File: config.mk
export PLATFORM = sky130hd
export DESIGN_NAME = user_stream_endpoint_flat
export DESIGN_NICKNAME = d
export VERILOG_FILES = /design/src/rtl/user_stream_endpoint_if.sv /design/src/rtl/user_stream_endpoint.sv /design/src/flat_wrapper.sv
export SDC_FILE = /design/constraint.sdc
export NUM_CORES = 1
export LEC_CHECK = 0
export ABC_AREA = 0
export ABC_CLOCK_PERIOD_IN_PS = 4700
export CAP_MARGIN = 10
export CORE_MARGIN = 2
export CORE_UTILIZATION = 54
export CTS_BUF_LIST = sky130_fd_sc_hd__clkbuf_8
export DETAILED_ROUTE_END_ITERATION = 6
export PLACE_DENSITY = 0.74
export SYNTH_ARGS = -nofsm -noshare
export SYNTH_HDL_FRONTEND = slang
export SYNTH_SLANG_ARGS = --single-unit
export TNS_END_PERCENT = 30
File: constraint.sdc
create_clock -name clk_user -period 4.7 [get_ports clk_user]
set_clock_uncertainty 0.1 [all_clocks]
set_input_delay 1.175 -clock clk_user [delete_from_list [all_inputs] [get_ports clk_user]]
set_output_delay 1.175 -clock clk_user [all_outputs]
set_load 0.05 [all_outputs]
File: src/rtl/user_stream_endpoint_if.sv
// Handshake bundle between a leaf_interface stream port and its user-side endpoint.
// The slave modport is the endpoint's view; the master modport is the leaf interface's view.
interface user_stream_endpoint_if #(
  parameter int PAYLOAD_BITS = 32
);
  logic [PAYLOAD_BITS-1:0] din_interface2user;
  logic                    vld_interface2user;
  logic                    ack_user2interface;
  logic [PAYLOAD_BITS-1:0] dout_user2interface;
  logic                    vld_user2interface;
  logic                    ack_interface2user;

  modport slave (
    input  din_interface2user,
    input  vld_interface2user,
    output ack_user2interface,
    output dout_user2interface,
    output vld_user2interface,
    input  ack_interface2user
  );

  modport master (
    output din_interface2user,
    output vld_interface2user,
    input  ack_user2interface,
    input  dout_user2interface,
    input  vld_user2interface,
    output ack_interface2user
  );
endinterface

File: src/rtl/user_stream_endpoint.sv
// Loopback endpoint: buffers words from the leaf interface in a FIFO, returns them,
// and appends a wrap-around checksum word after every FRAME_LEN payload words.
module user_stream_endpoint #(
  parameter int PAYLOAD_BITS = 32,
  parameter int DEPTH        = 16,
  parameter int ADDR_BITS    = 4,
  parameter int FRAME_LEN    = 8
) (
  input  logic                 clk_user,
  input  logic                 reset,
  user_stream_endpoint_if.slave stream,
  output logic [ADDR_BITS:0]   fifo_level,
  output logic [15:0]          frames_sent
);

  localparam int BEAT_BITS = $clog2(FRAME_LEN + 1);
  localparam logic [BEAT_BITS-1:0] LAST_BEAT  = BEAT_BITS'(FRAME_LEN - 1);
  localparam logic [ADDR_BITS:0]   FULL_LEVEL = (ADDR_BITS + 1)'(DEPTH);

  typedef enum logic {S_DATA, S_SUM} state_t;

  state_t                  state;
  state_t                  state_next;
  logic [PAYLOAD_BITS-1:0] mem [DEPTH];
  logic [ADDR_BITS-1:0]    wr_ptr;
  logic [ADDR_BITS-1:0]    rd_ptr;
  logic [ADDR_BITS:0]      count;
  logic [PAYLOAD_BITS-1:0] sum;
  logic [PAYLOAD_BITS-1:0] dout;
  logic [BEAT_BITS-1:0]    beat;
  logic                    vld;
  logic                    dout_is_sum;
  logic                    full;
  logic                    empty;
  logic                    out_free;
  logic                    push;
  logic                    pop;
  logic                    load_sum;

  assign full     = (count == FULL_LEVEL);
  assign empty    = (count == '0);
  assign out_free = !vld || stream.ack_interface2user;
  assign push     = stream.vld_interface2user && stream.ack_user2interface;

  assign stream.ack_user2interface  = !reset && !full;
  assign stream.dout_user2interface = dout;
  assign stream.vld_user2interface  = vld;
  assign fifo_level                 = count;

  always_ff @(posedge clk_user) begin
    if (reset) state <= S_DATA;
    else       state <= state_next;
  end

  always_comb begin
    state_next = state;
    case (state)
      S_DATA:  if (pop && beat == LAST_BEAT) state_next = S_SUM;
      S_SUM:   if (out_free) state_next = S_DATA;
      default: state_next = S_DATA;
    endcase
  end

  always_comb begin
    pop      = 1'b0;
    load_sum = 1'b0;
    case (state)
      S_DATA:  pop      = out_free && !empty;
      S_SUM:   load_sum = out_free;
      default: ;
    endcase
  end

  // Storage has no reset; pointers and count alone define what is valid.
  always_ff @(posedge clk_user) begin
    if (push) mem[wr_ptr] <= stream.din_interface2user;
  end

  always_ff @(posedge clk_user) begin
    if (reset) begin
      wr_ptr <= '0;
      rd_ptr <= '0;
      count  <= '0;
    end else begin
      if (push) wr_ptr <= wr_ptr + 1'b1;
      if (pop)  rd_ptr <= rd_ptr + 1'b1;
      case ({push, pop})
        2'b10:   count <= count + 1'b1;
        2'b01:   count <= count - 1'b1;
        default: count <= count;
      endcase
    end
  end

  always_ff @(posedge clk_user) begin
    if (reset) begin
      dout        <= '0;
      vld         <= 1'b0;
      dout_is_sum <= 1'b0;
      sum         <= '0;
      beat        <= '0;
      frames_sent <= '0;
    end else begin
      if (vld && stream.ack_interface2user && dout_is_sum)
        frames_sent <= frames_sent + 1'b1;
      if (pop) begin
        dout        <= mem[rd_ptr];
        vld         <= 1'b1;
        dout_is_sum <= 1'b0;
        sum         <= sum + mem[rd_ptr];
        beat        <= beat + 1'b1;
      end else if (load_sum) begin
        dout        <= sum;
        vld         <= 1'b1;
        dout_is_sum <= 1'b1;
        sum         <= '0;
        beat        <= '0;
      end else if (out_free) begin
        vld <= 1'b0;
      end
    end
  end

endmodule

File: src/flat_wrapper.sv
// flat-port wrapper written by rule: the top's interface ports become plain ports
module user_stream_endpoint_flat 
#(
  parameter int PAYLOAD_BITS = 32,
  parameter int DEPTH        = 16,
  parameter int ADDR_BITS    = 4,
  parameter int FRAME_LEN    = 8
)
  (clk_user, reset, fifo_level, frames_sent, stream_din_interface2user, stream_vld_interface2user, stream_ack_user2interface, stream_dout_user2interface, stream_vld_user2interface, stream_ack_interface2user);
  user_stream_endpoint_if #(.PAYLOAD_BITS(PAYLOAD_BITS)) stream_i ();
  input  logic clk_user;
  input  logic reset;
  output logic [ADDR_BITS:0] fifo_level;
  output logic [15:0] frames_sent;
  input wire logic [$bits(stream_i.din_interface2user)-1:0] stream_din_interface2user;
  input wire logic [$bits(stream_i.vld_interface2user)-1:0] stream_vld_interface2user;
  output wire logic [$bits(stream_i.ack_user2interface)-1:0] stream_ack_user2interface;
  output wire logic [$bits(stream_i.dout_user2interface)-1:0] stream_dout_user2interface;
  output wire logic [$bits(stream_i.vld_user2interface)-1:0] stream_vld_user2interface;
  input wire logic [$bits(stream_i.ack_interface2user)-1:0] stream_ack_interface2user;
  assign stream_i.din_interface2user = stream_din_interface2user;
  assign stream_i.vld_interface2user = stream_vld_interface2user;
  assign stream_ack_user2interface = stream_i.ack_user2interface;
  assign stream_dout_user2interface = stream_i.dout_user2interface;
  assign stream_vld_user2interface = stream_i.vld_user2interface;
  assign stream_i.ack_interface2user = stream_ack_interface2user;
  user_stream_endpoint #(.PAYLOAD_BITS(PAYLOAD_BITS), .DEPTH(DEPTH), .ADDR_BITS(ADDR_BITS), .FRAME_LEN(FRAME_LEN)) u_core (.clk_user(clk_user), .reset(reset), .stream(stream_i), .fifo_level(fifo_level), .frames_sent(frames_sent));
endmodule
* Word level (Yosys, flattened, before mapping)
Memories as Yosys holds them, arrays and structs flattened. A register that Yosys moved wholly into a read port is not among the register bits.
Index checks and enable logic that the tools add are counted.
** Storage, ports and cells
- Register bits :: 100
- Memory bits (writable) :: 512
- Output and inout port bits :: 55
- Memories :: 1
** Memories
- u_core.mem :: words 16, width 32, read ports 1, clocked after memory_dff 1, wr ports 1, line user_stream_endpoint.sv:24 : logic [PAYLOAD_BITS-1:0] mem [DEPTH];
** Operators by class
- Add/sub/neg operators :: 7
- Eq/ne operators :: 4
- Multiplexer cells :: 19
- Bitwise operators :: 1
- Reduce and logical (&&, ||, !) cells :: 16
** Operators with widths (number)
- $mux 32 :: 4
- $add 32x32->32 :: 1
- $add 16x1->16 const B :: 1
- $mux 4 :: 4
- $add 4x1->4 const B :: 3
- $pmux 5 s2 :: 1
- $mux 1 :: 9
- $logic_and 1x1->1 :: 6
- $add 5x1->5 const B :: 1
- $eq 5x5->1 const B :: 1
- $logic_not 5->1 :: 1
- $sub 5x1->5 const B :: 1
- $eq 4x3->1 const B :: 1
- $logic_not 1->1 :: 4
- $reduce_bool 2->1 :: 2
- $reduce_bool 3->1 :: 1
- $eq 2x1->1 const B :: 1
- $eq 2x2->1 const B :: 1
- $pmux 1 s2 :: 1
- $reduce_or 2->1 :: 1
- $logic_or 1x1->1 :: 1
- $not 1->1 :: 1

* Depth between registers and ports, before layout
- Depth in word-level cells :: 7
- Mapped depth :: 16
- Gate-level depth less buffers :: 14

* Least setup slack after synthesis
OpenSTA, ideal clock, no wires.
- Path type :: input-to-reg
- Start :: in reset
- End :: mem u_core.mem[3][0], enable pin
- Setup time :: 0.461 ns
- Arrival time :: 4.916 ns
- Required time :: 4.139 ns
- Setup slack :: -0.777 ns
- Cell stages on the path :: 6
- Buffers on the path :: 2
- Cells stage by stage :: clkbuf_1 -> nor2_1 -> and2_1 -> clkbuf_1 -> nand2_1 -> nor3_1
** On the way
- Longest elaborated chain between the ends :: 5
** RTL lines
- from (decl) :: line flat_wrapper.sv:12 : input logic reset;
- $logic_not 1->1 :: line user_stream_endpoint.sv:45 : assign stream.ack_user2interface = !reset && !full;
- $logic_and 1x1->1 :: line user_stream_endpoint.sv:45
- net stream_ack_user2interface :: line flat_wrapper.sv:17 : output wire logic [$bits(stream_i.ack_user2interface)-1:0] stream_ack_user2interface;
- $logic_and 1x1->1 :: line user_stream_endpoint.sv:43 : assign push = stream.vld_interface2user && stream.ack_user2interface;
- $mux 1 :: line user_stream_endpoint.sv:76 : if (push) mem[wr_ptr] <= stream.din_interface2user;
- $mux 1 (not written as such) :: line user_stream_endpoint.sv:76
- to (decl) :: line user_stream_endpoint.sv:24
The timed path passes the listed nets, and every way through them passes these cells.

==> out/metrics.yaml <==
wire_per_inst_um: 24.1
cap_violations: 0
synthAdderAreaFrac_pct: 2.27
final-hold-violation-count: 0
pre_cts_slack_ns: 0.309
route.detailed.drc: 0
ys_seq_elements: 616
synth_edf_count: 512
dp_hpwl_mm: 32.9
grt_pass1_wl_mm: 83.4
ys_seq_area_share_pct: 70.1
worst_r2r_path_depth: 13
cp.buffers_inverters: 2
worst_hold_slack_ns: 0.384
max_slew.worst_pin.slew_ns: 0.980
crit_path_max_incr_delay_ns: 0.62
io_pins: 91
powerDensity_nw_per_um2: 547
yosysTopAreaCell: "edfxtp_1"
drv_slew: 0
synthSimpleGateAreaFrac_pct: 5.04
ctsHoldBuffers: 0
status: "complete, no violations"
crit_chain: "buf_12 -> buf_12 -> mux4_2 -> mux4_2 -> ha_1 -> a21o_1 -> a221oi_1 -> o21ai_0 -> a21o_1 -> a22oi_1 -> o2111ai_1 -> xor2_1 -> a22o_1"
seq_area_sq_um: 17500
area_delta_synth_final_pct: 15.6
cts_made_buffers: 97
drive_gt1_share_pct: 21.3
post_dp_cell_area_sq_um: 26900
clockBufferDepth: 3
leakage_uw: 0.00945
yosys_warnings: 0
crit_type: "reg -> reg"
die_y_um: 219
core-area_sq_um: 45500
insertion_delay_ns: 0.68
grt_overflow: 0
crit_slowest_cell: "mux4_2"
ys_top_cells_by_area: "edfxtp_1 (62%), mux4_2 (14%), dfxtp_1 (8.4%), ha_1 (2.1%), nand2_1 (1.7%)"
setup_tns_ns: 0
initial_utilization_pct: 54.8
antenna_found_initial: 3
hold_path.class: "reg -> reg"
fmax_mhz: 227
routed_wl_mm: 54.7
synth_top_family_by_area: "multiplexers"
synth_xor_area_share_pct: 1.65
drt_iter0_drc: 1445
grt_pass1_vias: 13900
power_uw: 15700
slew_headroom_pct: 34.7
crit_required_ns: 5.18
rsz0062_at_grt: "false"
dr.pass1.iters: 5
period_minus_slack_ns: 4.40
syn_area_sq_um: 24900
cts_root_buf: "clkbuf_8"
htree_levels: 3
final_cell_area_sq_um: 28800
gp_congestion: 0.890
cp-start-kind: "flop"
grt_util_all_layers_pct: 23.6
fin_crit_sh_pct: 93.7
synthDistinctLibCells: 59
nFillCells: 3189
synth-compound-area-share_pct: 4.93
setup_slack_ns: 0.295
final_cell_mix: "edfxtp_1 (512), mux4_2 (159), nand2_1 (112), dfxtp_1 (100), clkbuf_8 (99)"
netlist_instances: 1433
ant_nets: 0
synth_mux_area_share_pct: 14.5
cts_sinks: 616
finalSetupViolCount: 0
nNetsFinal: 1677
routed-via-count: 13600
ir_worst_vdd_mv: 0.479
cp.arrival_ns: 4.89
cts_resized: 0
layout_commonest_cell: "edfxtp_1"
io_buffer_count: 90
avgSynthCellArea_sq_um: 17.4
path_depth: 13
synthArstFlopShare_pct: 0
viasPerCell: 5.97
cp_top_family: "compound AO/OA/AOI/OAI gates"
rows: 78
setup.worst_path.end_class: "flop"
syn_nets: 1513
grt_max_degree: 83
multi_input_area_sq_um: 7220
dieArea_sq_um: 47900
path_clk_slew_ns: 0.06
die_x_um: 219
post_cts_buffers: 0
ys.flop_type: "edfxtp_1"
crit_fanout: 19
whs_path_depth: 2
tritoncts: "yes"
synth_top_cell_area_share_pct: 61.7
==> final timing paths <==
check	from	end	slack [ns]
hold / removal	u_core.stream.dout_user2interface[5]	u_core.stream.dout_user2interface[5]	0.38
setup / recovery	flop	u_core.sum[30]	0.30
hold reg to reg	u_core.stream.dout_user2interface[5]	u_core.stream.dout_user2interface[5]	0.38
setup reg to reg	flop	u_core.sum[30]	0.30
==> stage by stage <==
stage / utilization [%] / std cells
after floorplan: - / 1433
after global placement: 59.2 / 2098
after detailed placement: 59.2 / 2098
after CTS: 63.3 / 2274
after global routing: 63.3 / 2275
final: 63.3 / 2276
==> final cells by class <==
cell class | count | area share [%]
Clock inverter | 77 | 1.76
Clock buffer | 99 | 4.73
Inverter | 19 | 0.248
Sequential cell | 616 | 60.6
Timing Repair Buffer | 139 | 4.95
Multi-Input combinational cell | 724 | 25.1
Antenna cell | 2 | 0.0174
Tap cell | 600 | 2.61
==> per-layer routing <==
| metal | global-route usage, % | vias up | part of all wire [%] |
|---|---|---|---|
| met4 | 6.96 | 4 | 2.1 |
| met1 | 32.6 | 6905 | 41 |
| met2 | 37.8 | 500 | 49 |
| met3 | 5.85 | 94 | 7.8 |
| li1 | - | 6074 | - |
| met5 | 0 | - | 0.037 |
==> report_power, final <==
| group | internal, uW | total, uW | switching [uW] |
|---|---|---|---|
| Clock | 2300 | 4360 | 2050 |
| Combinational | 2160 | 4960 | 2800 |
| Sequential | 6220 | 6430 | 211 |
| Total | 10700 | 15700 | 5070 |
==> kinds of logic (layout without fill, tap and decap cells) <==
kind of cell | after synthesis | in the layout
AOI/OAI and AO/OA | 183 | 183
xor gates and xnor gates | 47 | 47
adders and majority gates | 44 | 44
buffers and inverters | 93 | 334
DFF | 616 | 616
muxes | 161 | 161
other | 0 | 2
and+or+nand+nor | 289 | 289
==> cells in the mapped netlist (all sizes together), types with 22 or more instances <==
cell type,instances
a21oi,56
a311oi,26
buf,25
clkbuf,49
dfxtp,104
edfxtp,512
ha,42
mux4,160
nand2,112
nand3,22
nor2,103
o21ai,25
xor2,27
==> worst min-delay path, stage by stage, from the launching register on <==
cell	delay (ns)
dfxtp_1	0.31
nand2_1	0.05
a311oi_1	0.07
==> state kept, by name (all words and copies together) (netlist names), named ones only <==
signal and count:
u_core.sum 32, u_core.stream.dout_user2interface 32, u_core.rd_ptr 4, u_core.beat 4, u_core.wr_ptr 4, u_core.stream.vld_user2interface 1
u_core.fifo_level 5, u_core.dout_is_sum 1, u_core.mem 512, u_core.frames_sent 16, u_core.state 1
Power figures use the tool's default switching activity.
